## config.mk

```make
export PLATFORM = sky130hd
export DESIGN_NAME = compressor_gain_ctrl
export DESIGN_NICKNAME = d
export VERILOG_FILES = /design/src/rtl/compressor_pkg.sv /design/src/rtl/compressor_level_detect.sv /design/src/rtl/compressor_gain_ctrl.sv
export SDC_FILE = /design/constraint.sdc
export NUM_CORES = 1
export LEC_CHECK = 0
export ABC_AREA = 1
export CORE_UTILIZATION = 30
export CTS_CLUSTER_DIAMETER = 200
export DETAILED_ROUTE_END_ITERATION = 10
export GPL_TIMING_DRIVEN = 0
export HOLD_SLACK_MARGIN = 0.15
export PLACE_DENSITY = 0.6
export SYNTH_ARGS = -nofsm -noshare
export SYNTH_HDL_FRONTEND = slang
export SYNTH_SLANG_ARGS = --single-unit
```

## constraint.sdc

```tcl
create_clock -name clk -period 4.7 [get_ports clk]
set_clock_uncertainty 0.1 [all_clocks]
set_input_delay 0.94 -clock clk [delete_from_list [all_inputs] [get_ports clk]]
set_output_delay 0.94 -clock clk [all_outputs]
set_load 0.005 [all_outputs]
```

## src/rtl/compressor_pkg.sv

```systemverilog
// Shared types and helpers for the compressor gain-envelope controller.
package compressor_pkg;

  typedef enum logic [1:0] {
    IDLE    = 2'd0,
    ATTACK  = 2'd1,
    HOLD    = 2'd2,
    RELEASE = 2'd3
  } comp_state_t;

  // Q1.15 unity gain
  localparam logic [15:0] GAIN_UNITY = 16'h8000;

  // Magnitude of a signed 16-bit sample. -32768 has no positive
  // counterpart, so it saturates to 16'h7FFF.
  function automatic logic [15:0] sat_abs16(input logic [15:0] x);
    logic [15:0] r;
    if (x == 16'h8000) begin
      r = 16'h7FFF;
    end else if (x[15]) begin
      r = ~x + 16'd1;
    end else begin
      r = x;
    end
    return r;
  endfunction

endpackage

```

## src/rtl/compressor_level_detect.sv

```systemverilog
// Combinational level detector: saturating magnitude and threshold compare.
module compressor_level_detect
  import compressor_pkg::*;
#(
  parameter logic [15:0] THRESHOLD = 16'd8192
) (
  input  logic [15:0] sample_in,
  output logic        over
);

  logic [15:0] level;

  // Compression engages only when the magnitude is strictly above threshold.
  always_comb begin
    level = sat_abs16(sample_in);
    over  = (level > THRESHOLD);
  end

endmodule

```

## src/rtl/compressor_gain_ctrl.sv

```systemverilog
// Gain-envelope controller: steps the Q1.15 gain down while the input is
// over threshold, holds, then steps it back up to unity.
//
// state   | meaning
// --------+-----------------------------------------------------------
// IDLE    | unity gain, waiting for a sample over threshold
// ATTACK  | over threshold; gain drops one step every ATTACK_DIV samples
// HOLD    | under threshold; waiting HOLD_SAMPLES before releasing
// RELEASE | gain rises one step every RELEASE_DIV samples until unity
module compressor_gain_ctrl
  import compressor_pkg::*;
#(
  parameter logic [15:0] THRESHOLD    = 16'd8192,
  parameter logic [15:0] ATTACK_DIV   = 16'd48,
  parameter logic [15:0] RELEASE_DIV  = 16'd4800,
  parameter logic [15:0] HOLD_SAMPLES = 16'd480,
  parameter logic [15:0] ATTACK_STEP  = 16'h0200,
  parameter logic [15:0] RELEASE_STEP = 16'h0040,
  parameter logic [15:0] GAIN_MIN     = 16'h2000
) (
  input  logic        clk,
  input  logic        rst,
  input  logic        sample_valid,
  input  logic [15:0] sample_in,
  input  logic        bypass,
  output logic [15:0] gain,
  output logic        gain_valid,
  output logic        compression_active,
  output logic [1:0]  state,
  output logic [15:0] attack_counter,
  output logic [15:0] release_counter
);

  comp_state_t state_q, state_n;
  logic [15:0] gain_q, gain_n;
  logic [15:0] ac_q, ac_n;
  logic [15:0] rc_q, rc_n;
  logic        over;

  logic [16:0] gain_sub;
  logic [16:0] gain_add;
  logic [15:0] gain_dec;
  logic [15:0] gain_inc;

  compressor_level_detect #(
    .THRESHOLD (THRESHOLD)
  ) u_level (
    .sample_in (sample_in),
    .over      (over)
  );

  // Clamped gain step candidates; the 17th bit catches borrow and carry.
  always_comb begin
    gain_sub = {1'b0, gain_q} - {1'b0, ATTACK_STEP};
    gain_add = {1'b0, gain_q} + {1'b0, RELEASE_STEP};
    if (gain_sub[16] || (gain_sub[15:0] < GAIN_MIN)) begin
      gain_dec = GAIN_MIN;
    end else begin
      gain_dec = gain_sub[15:0];
    end
    if (gain_add >= {1'b0, GAIN_UNITY}) begin
      gain_inc = GAIN_UNITY;
    end else begin
      gain_inc = gain_add[15:0];
    end
  end

  // Next-state, counter and gain decode; everything holds between strobes.
  always_comb begin
    state_n = state_q;
    gain_n  = gain_q;
    ac_n    = ac_q;
    rc_n    = rc_q;
    if (bypass) begin
      state_n = IDLE;
      gain_n  = GAIN_UNITY;
      ac_n    = 16'd0;
      rc_n    = 16'd0;
    end else if (sample_valid) begin
      case (state_q)
        IDLE: begin
          gain_n = GAIN_UNITY;
          if (over) begin
            state_n = ATTACK;
            ac_n    = 16'd0;
          end
        end
        ATTACK: begin
          if (!over) begin
            state_n = HOLD;
            rc_n    = 16'd0;
          end else if (ac_q == ATTACK_DIV - 16'd1) begin
            ac_n   = 16'd0;
            gain_n = gain_dec;
          end else begin
            ac_n = ac_q + 16'd1;
          end
        end
        HOLD: begin
          if (over) begin
            state_n = ATTACK;
            ac_n    = 16'd0;
          end else if (rc_q == HOLD_SAMPLES - 16'd1) begin
            state_n = RELEASE;
            rc_n    = 16'd0;
          end else begin
            rc_n = rc_q + 16'd1;
          end
        end
        RELEASE: begin
          if (over) begin
            state_n = ATTACK;
            ac_n    = 16'd0;
          end else if (rc_q == RELEASE_DIV - 16'd1) begin
            rc_n   = 16'd0;
            gain_n = gain_inc;
            if (gain_inc == GAIN_UNITY) begin
              state_n = IDLE;
            end
          end else begin
            rc_n = rc_q + 16'd1;
          end
        end
        default: begin
          state_n = IDLE;
          gain_n  = GAIN_UNITY;
          ac_n    = 16'd0;
          rc_n    = 16'd0;
        end
      endcase
    end
  end

  // Register state, gain and counters; active flag decodes the next state.
  always_ff @(posedge clk) begin
    if (rst) begin
      state_q            <= IDLE;
      gain_q             <= GAIN_UNITY;
      ac_q               <= 16'd0;
      rc_q               <= 16'd0;
      gain_valid         <= 1'b0;
      compression_active <= 1'b0;
    end else begin
      state_q            <= state_n;
      gain_q             <= gain_n;
      ac_q               <= ac_n;
      rc_q               <= rc_n;
      gain_valid         <= sample_valid;
      compression_active <= (state_n != IDLE);
    end
  end

  assign gain            = gain_q;
  assign state           = state_q;
  assign attack_counter  = ac_q;
  assign release_counter = rc_q;

endmodule

```

* Yosys cells after proc, flatten, opt, wreduce, memory -nomap -nowiden
Cells that the tools add are included.
Cells by class: magnitude comparators 3, eq/ne operators 15, bitwise gates (word level) 1, muxes and demuxes 29, reduce and logical (&&, ||, !) cells 10, add/subtract/negate cells 5
Operators by type and width (count):
- 16-bit two-way mux | 16
- 16-bit one-hot mux with 3 select lines | 2
- 16-bit by 1-bit adder with 16-bit output, second input constant | 3
- 16-bit == test, second input constant | 2
- 16-bit one-hot mux with 2 select lines | 1
- 2-bit two-way mux | 9
- 16-bit by 7-bit adder with 17-bit output, second input constant | 1
- 17-bit by 16-bit greater-or-equal comparator with 1-bit output, second input constant | 1
- 16-bit by 10-bit subtractor with 17-bit output, second input constant | 1
- 16-bit by 13-bit == test with 1-bit output, second input constant | 1
- 16-bit by 6-bit == test with 1-bit output, second input constant | 1
- 16-bit by 9-bit == test with 1-bit output, second input constant | 1
- 16-bit by 14-bit greater-than comparator with 1-bit output, second input constant | 1
- 16-bit by 14-bit < comparator with 1-bit output, second input constant | 1
- 16-bit NOT | 1
- 2-bit inequality test, second input constant | 6
- 2-bit one-hot mux with 4 select lines | 1
- 6-bit AND reduction | 1
- 3-bit nonzero test | 2
- 5-bit AND reduction | 1
- 2-bit == test, second input constant | 2
- 3-bit AND reduction | 1
- 3-bit OR reduction | 1
- 2-bit by 1-bit == test with 1-bit output, second input constant | 1
- 5 further kinds | 5
Storage, ports and cells: output and inout bits 52, word-level logic and storage cells 69, bits in registers 52, input bits 20

* Longest topological paths before layout
Gate-level depths: netlist of the first run.
depth in word-level cells 11, depth in mapped cells 19, depth with buffers taken out 19

* Cells and area by module
A second synthesis of the first run with hierarchy kept.
Unflattened totals: cells, all modules 616, area, all modules 3706.1 um^2
By module, submodules not included:
- compressor_gain_ctrl | sequential area each 1041.0 um^2, area an instance 3105.5 um^2, cells each 489, times used 1
- compressor_level_detect | sequential area each 0.0 um^2, area an instance 600.6 um^2, cells each 127, times used 1

* Least setup slack after synthesis of the first run
No wires, ideal clock.
kind in2reg, start input sample_in[0], end register rc_q[8], in the netlist release_counter[8], slack 1.963 ns, buffers on the path 1, data arrival time 2.517 ns, stages on the path 18, library setup time 0.120 ns, path through inv_1 > ha_1 > nand3_2 > nor2_2 > nand2_1 > nand2_1 > nand2_1 > nand2_1 > nand2_1 > nor2_1 > nand2_1 > nand2_2 > nand2_2 > inv_2 > nand2_2 > buf_4 > o21ai_0 > a21oi_1
On the way: word-level cells in the longest chain between the ends 7, elaborated cells on any way between the ends 10
RTL lines:
- start: declaration | line compressor_gain_ctrl.sv:24 | input logic [15:0] sample_in,
- 16-bit NOT | line compressor_pkg.sv:21 | r = ~x + 16'd1;
- 16-bit by 1-bit adder with 16-bit output | line compressor_pkg.sv:21
- 16-bit two-way mux | line compressor_pkg.sv:20 | end else if (x[15]) begin
- 16-bit two-way mux (*) | line compressor_pkg.sv:18 | if (x == 16'h8000) begin
- 16-bit by 14-bit greater-than comparator with 1-bit output (*) | line compressor_level_detect.sv:16 | over = (level > THRESHOLD);
- 2-bit inequality test (no line)
- 5-bit AND reduction (no line) (*)
- end signal: assignment | line compressor_gain_ctrl.sv:147 | rc_q <= rc_n;
- end: declaration | line compressor_gain_ctrl.sv:37 | logic [15:0] rc_q, rc_n;
Mark *: on every way between the ends. The rest lies on a longest branch, timed or not. A chain may end at the register's enable or synchronous reset.

* Final worst setup path of the first run
start input sample_in[0], end register gain_q[9], in the netlist gain[9]
On the way: word-level cells in the longest chain between the ends 7, elaborated cells on any way between the ends 9
RTL lines:
- 16-bit NOT | line compressor_pkg.sv:21
- 16-bit by 1-bit adder with 16-bit output | line compressor_pkg.sv:21
- 16-bit two-way mux | line compressor_pkg.sv:20
- 16-bit two-way mux (*) | line compressor_pkg.sv:18
- 16-bit by 14-bit greater-than comparator with 1-bit output (*) | line compressor_level_detect.sv:16
- 2-bit inequality test (no line)
- 6-bit AND reduction (no line) (*)
- end signal: assignment | line compressor_gain_ctrl.sv:145 | gain_q <= gain_n;
- end: declaration | line compressor_gain_ctrl.sv:35 | logic [15:0] gain_q, gain_n;
Marks and branches as above.

==> flow_summary.yaml, run 1 <==
logic_synthesis:
  muxShareOfSynthArea: 0
  ys_warn_count: 0
  synthXorXnorAreaFrac: 0.0667
  yosys.area.top_type: "dfxtp_1"
  synth_nets: 591
  yosysSeqAreaShare: 0.294
  synth-seq-cells: 52
  synth_top_area_share: 0.294
  yosysUniqueCellTypes: 37
  post_synth_main_area_contributors: "dfxtp_1 29%, nand2_1 14%, nor2_1 7.9%"
  synth_cells: 564
  synth_fa_ha_area_frac: 0.0247
  synth_compound_area_frac: 0.121
  synth-main-ff-cell: "dfxtp_1"
  syn_area_mm2: 0.00354
  yosys.area_share.simple: 0.392
  synth_edf_count: 0
  synth_top_family_by_area: "simple AND/OR/NAND/NOR gates"
  postSynthAreaPerCell_um2: 6.28
  async_flop_share: 0
cts:
  cts_setup_buffers: 0
  cts-htree-levels: 2
  ctsResizeCount: 0
  tritoncts: "yes"
  cts.sinks: 52
  cts_made_buffers: 5
  clk-insertion-delay-late_ns: 0.29
  cts_buffer_depth: 2
  clk_pin_slew_ns: 0.07
  cts_root_buf: "clkbuf_16"
  hold_buffers: 0
flow_run:
  drv_cap: 0
timing:
  worst_pin_slew_ns: 0.524
  min_period_ns: 3.24
  setup_tns_ns: 0
  hold_viol: 0
  fin_ws_ns: 1.46
  whs_ns: 0.327
  relSlewSlack: 0.647
  max_freq_ghz: 0.309
  finalSetupViolations: 0
  post-route-period-util: 0.689
  rsz0062_at_grt: "no"
  final_max_slew_viol_count: 0
drt:
  drtPass1Iterations: 5
  wire_per_inst_um: 12.4
  drtAntennaViolNets: 0
  dr.first_iter.drc_count: 188
  drt-total-wl_um: 9700
  vias_per_cell: 4.88
  drc: 0
  via_count: 3832
cells_and_area:
  fin_util: 0.399
  finalInstanceArea_mm2: 0.00457
  stdcell_count: 785
  nNetsFinal: 668
  area_growth_syn_to_layout_pct: 29.1
  diodes: 0
  final_layout_size_suffix_gt1_frac: 0.0732
power_and_ir_drop:
  seqPwrFrac: 0.467
  power_uw: 977
  p_per_area_mw_per_mm2: 214
  netSwitchingPower_uw: 266
  irDropWorstVdd_v: 0.000149
  netSwitchingFraction: 0.273
  power_frac_comb: 0.151
  p_leak_nw: 1.75
  power.internal_uw: 710
  p_clk_frac: 0.383
worst_setup_path:
  crit_fanout: 7
  worst_path_max_delay_cell: "clkdlybuf4s50_1"
  cpMostUsedCell: "nand2_1"
  critPathLaunchType: "input pin"
  worst_ep_arrival_time_ns: 3.32
  cp-end-kind: "flip-flop"
  crit_path_max_incr_delay_ns: 0.39
  crit_type: "input pin to flip-flop"
  worstPathCellList: "clkdlybuf4s50_1 -> inv_1 -> ha_1 -> nand3_2 -> nor2_2 -> nand2_1 -> nand2_1 -> nand2_1 -> nand2_1 -> nand2_1 -> nor2_1 -> nand2_1 -> nand2_2 -> nand2_2 -> nand2_1 -> nand3_1 -> o21ai_0 -> nor2_1"
  required_ns: 4.79
placed_design:
  dpl.hpwl_um: 7550
  dpl_cell_area_mm2: 0.00442
  pre_cts_slack_ns: 1.14
  gp_congestion: 0.875
  dpl.cell_count: 777
  numPortBuffers: 70
floorplan:
  core_mm2: 0.0115
  core.rowCount: 39
  die_w_um: 111
  num_io_pins: 72
  dieArea_mm2: 0.0123
  start_util: 0.309
  die_h_um: 111
global_route:
  overflow: 0
  grt_max_degree: 19
  grt_pass1_wl_um: 16400
  grt_pass1_vias: 3542
  antenna_found_initial: 0
  track_usage: 0.159
worst_hold_path:
  hp-class: "flip-flop to flip-flop"
outcome:
  status: "finished clean"
[sequential cells by signal (all words and copies together), names as in the netlist]
register	count
attack_counter	16
compression_active	1
gain	16
gain_valid	1
release_counter	16
state	2
[final timing paths]
kind | endpoint | slack, ns | from | cells after the start
worst max-delay path | gain[9] | 1.46 | sample_in[0] | 18
worst min register to register | gain[0] | 0.33 | gain[0] | 2
worst max register to register | gain[4] | 2.21 | release_counter[0] | 14
worst min-delay path | gain[0] | 0.33 | gain[0] | 2
[critical path: cells and delay by family]
kind | cells | cell delay (ns)
AND/OR/NAND/NOR | 14 | 1.38
adder cells (fa/ha/maj) | 1 | 0.24
AO/OA/AOI/OAI | 1 | 0.25
buffers and inverters | 2 | 0.51
[Yosys cell counts (4+ instances only)]
cell type  count
nand2_1      133
nor2_1        75
inv_1         64
dfxtp_1       52
nand3_1       46
a21oi_1       37
o21ai_0       23
xor2_1        23
nor3_1        13
nor4_1        11
nand4_1        8
nor2_2         8
buf_2          7
ha_1           7
inv_2          6
nand2_2        6
o21ai_1        6
a211oi_1       4
clkbuf_1       4
o22ai_1        4
xnor2_1        4
[logic make-up after synthesis]
kind of cell / count (synthesis)
simple gates: 312
compound gates: 79
fa+ha+maj: 7
buf+inv: 87
flops: 52
xor+xnor: 27
[power by group through the flow]
| stage | clock network (mW) | registers, mW | logic (mW) |
|---|---|---|---|
| global placement | 0 | 0.466 | 0.145 |
| floorplan | 0 | 0.465 | 0.0909 |
| global route | 0.411 | 0.457 | 0.163 |
| detailed placement | 0 | 0.466 | 0.147 |
| CTS | 0.387 | 0.456 | 0.148 |
| finish | 0.374 | 0.456 | 0.147 |
[placed cells by master, fill, tap and decap left out, drive strengths merged, types with 4 or more instances in the layout]
master	netlist	final
nor4	11	11
inv	70	72
o22ai	4	4
ha	7	7
xor2	23	23
o21ai	30	30
a211oi	4	4
clkbuf	4	9
xnor2	4	4
nand4	8	8
a21oi	37	37
dfxtp	52	52
nand2	140	140
nor3	15	15
clkdlybuf4s50	0	70
nand3	47	47
nor2	85	85
buf	11	11
[layout make-up]
type                            count  area (µm²)
Inverter                           72         270
Timing Repair Buffer               70         701
Clock buffer                        5         125
Tap cell                          143         179
Multi-Input combinational cell    425        2140
Buffer                             15        91.3
Fill cell                        1230        6890
Sequential cell                    52        1040
Clock inverter                      3        25.0
[routing by layer]
metal  track usage  share of wire  vias to the layer above
li1              -              -                     1977
met1         0.211           0.49                     1757
met2         0.266           0.46                       85
met3        0.0230          0.034                       13
met4        0.0480          0.017                        0
met5             0              0                        -
Power figures use the tool's default switching activity.
==> inputs of run 2 (changes only) <==
==> constraint.sdc (replaced) <==
create_clock -name clk -period 3.3 [get_ports clk]
set_clock_uncertainty 0.1 [all_clocks]
set_input_delay 0.66 -clock clk [delete_from_list [all_inputs] [get_ports clk]]
set_output_delay 0.66 -clock clk [all_outputs]
set_load 0.005 [all_outputs]
==> results of run 2 <==
Same layout as run 1 (identical final DEF). Status: finished clean.
Among the figures that moved: setup slack after placement 1.14 ns -> 0.0247 ns; setup slack after layout 1.46 ns -> 0.343 ns; register-to-register setup slack 2.21 ns -> 0.81 ns; total power 0.977 mW -> 1.39 mW; worst IR drop on VDD 0.000149 V -> 0.000212 V
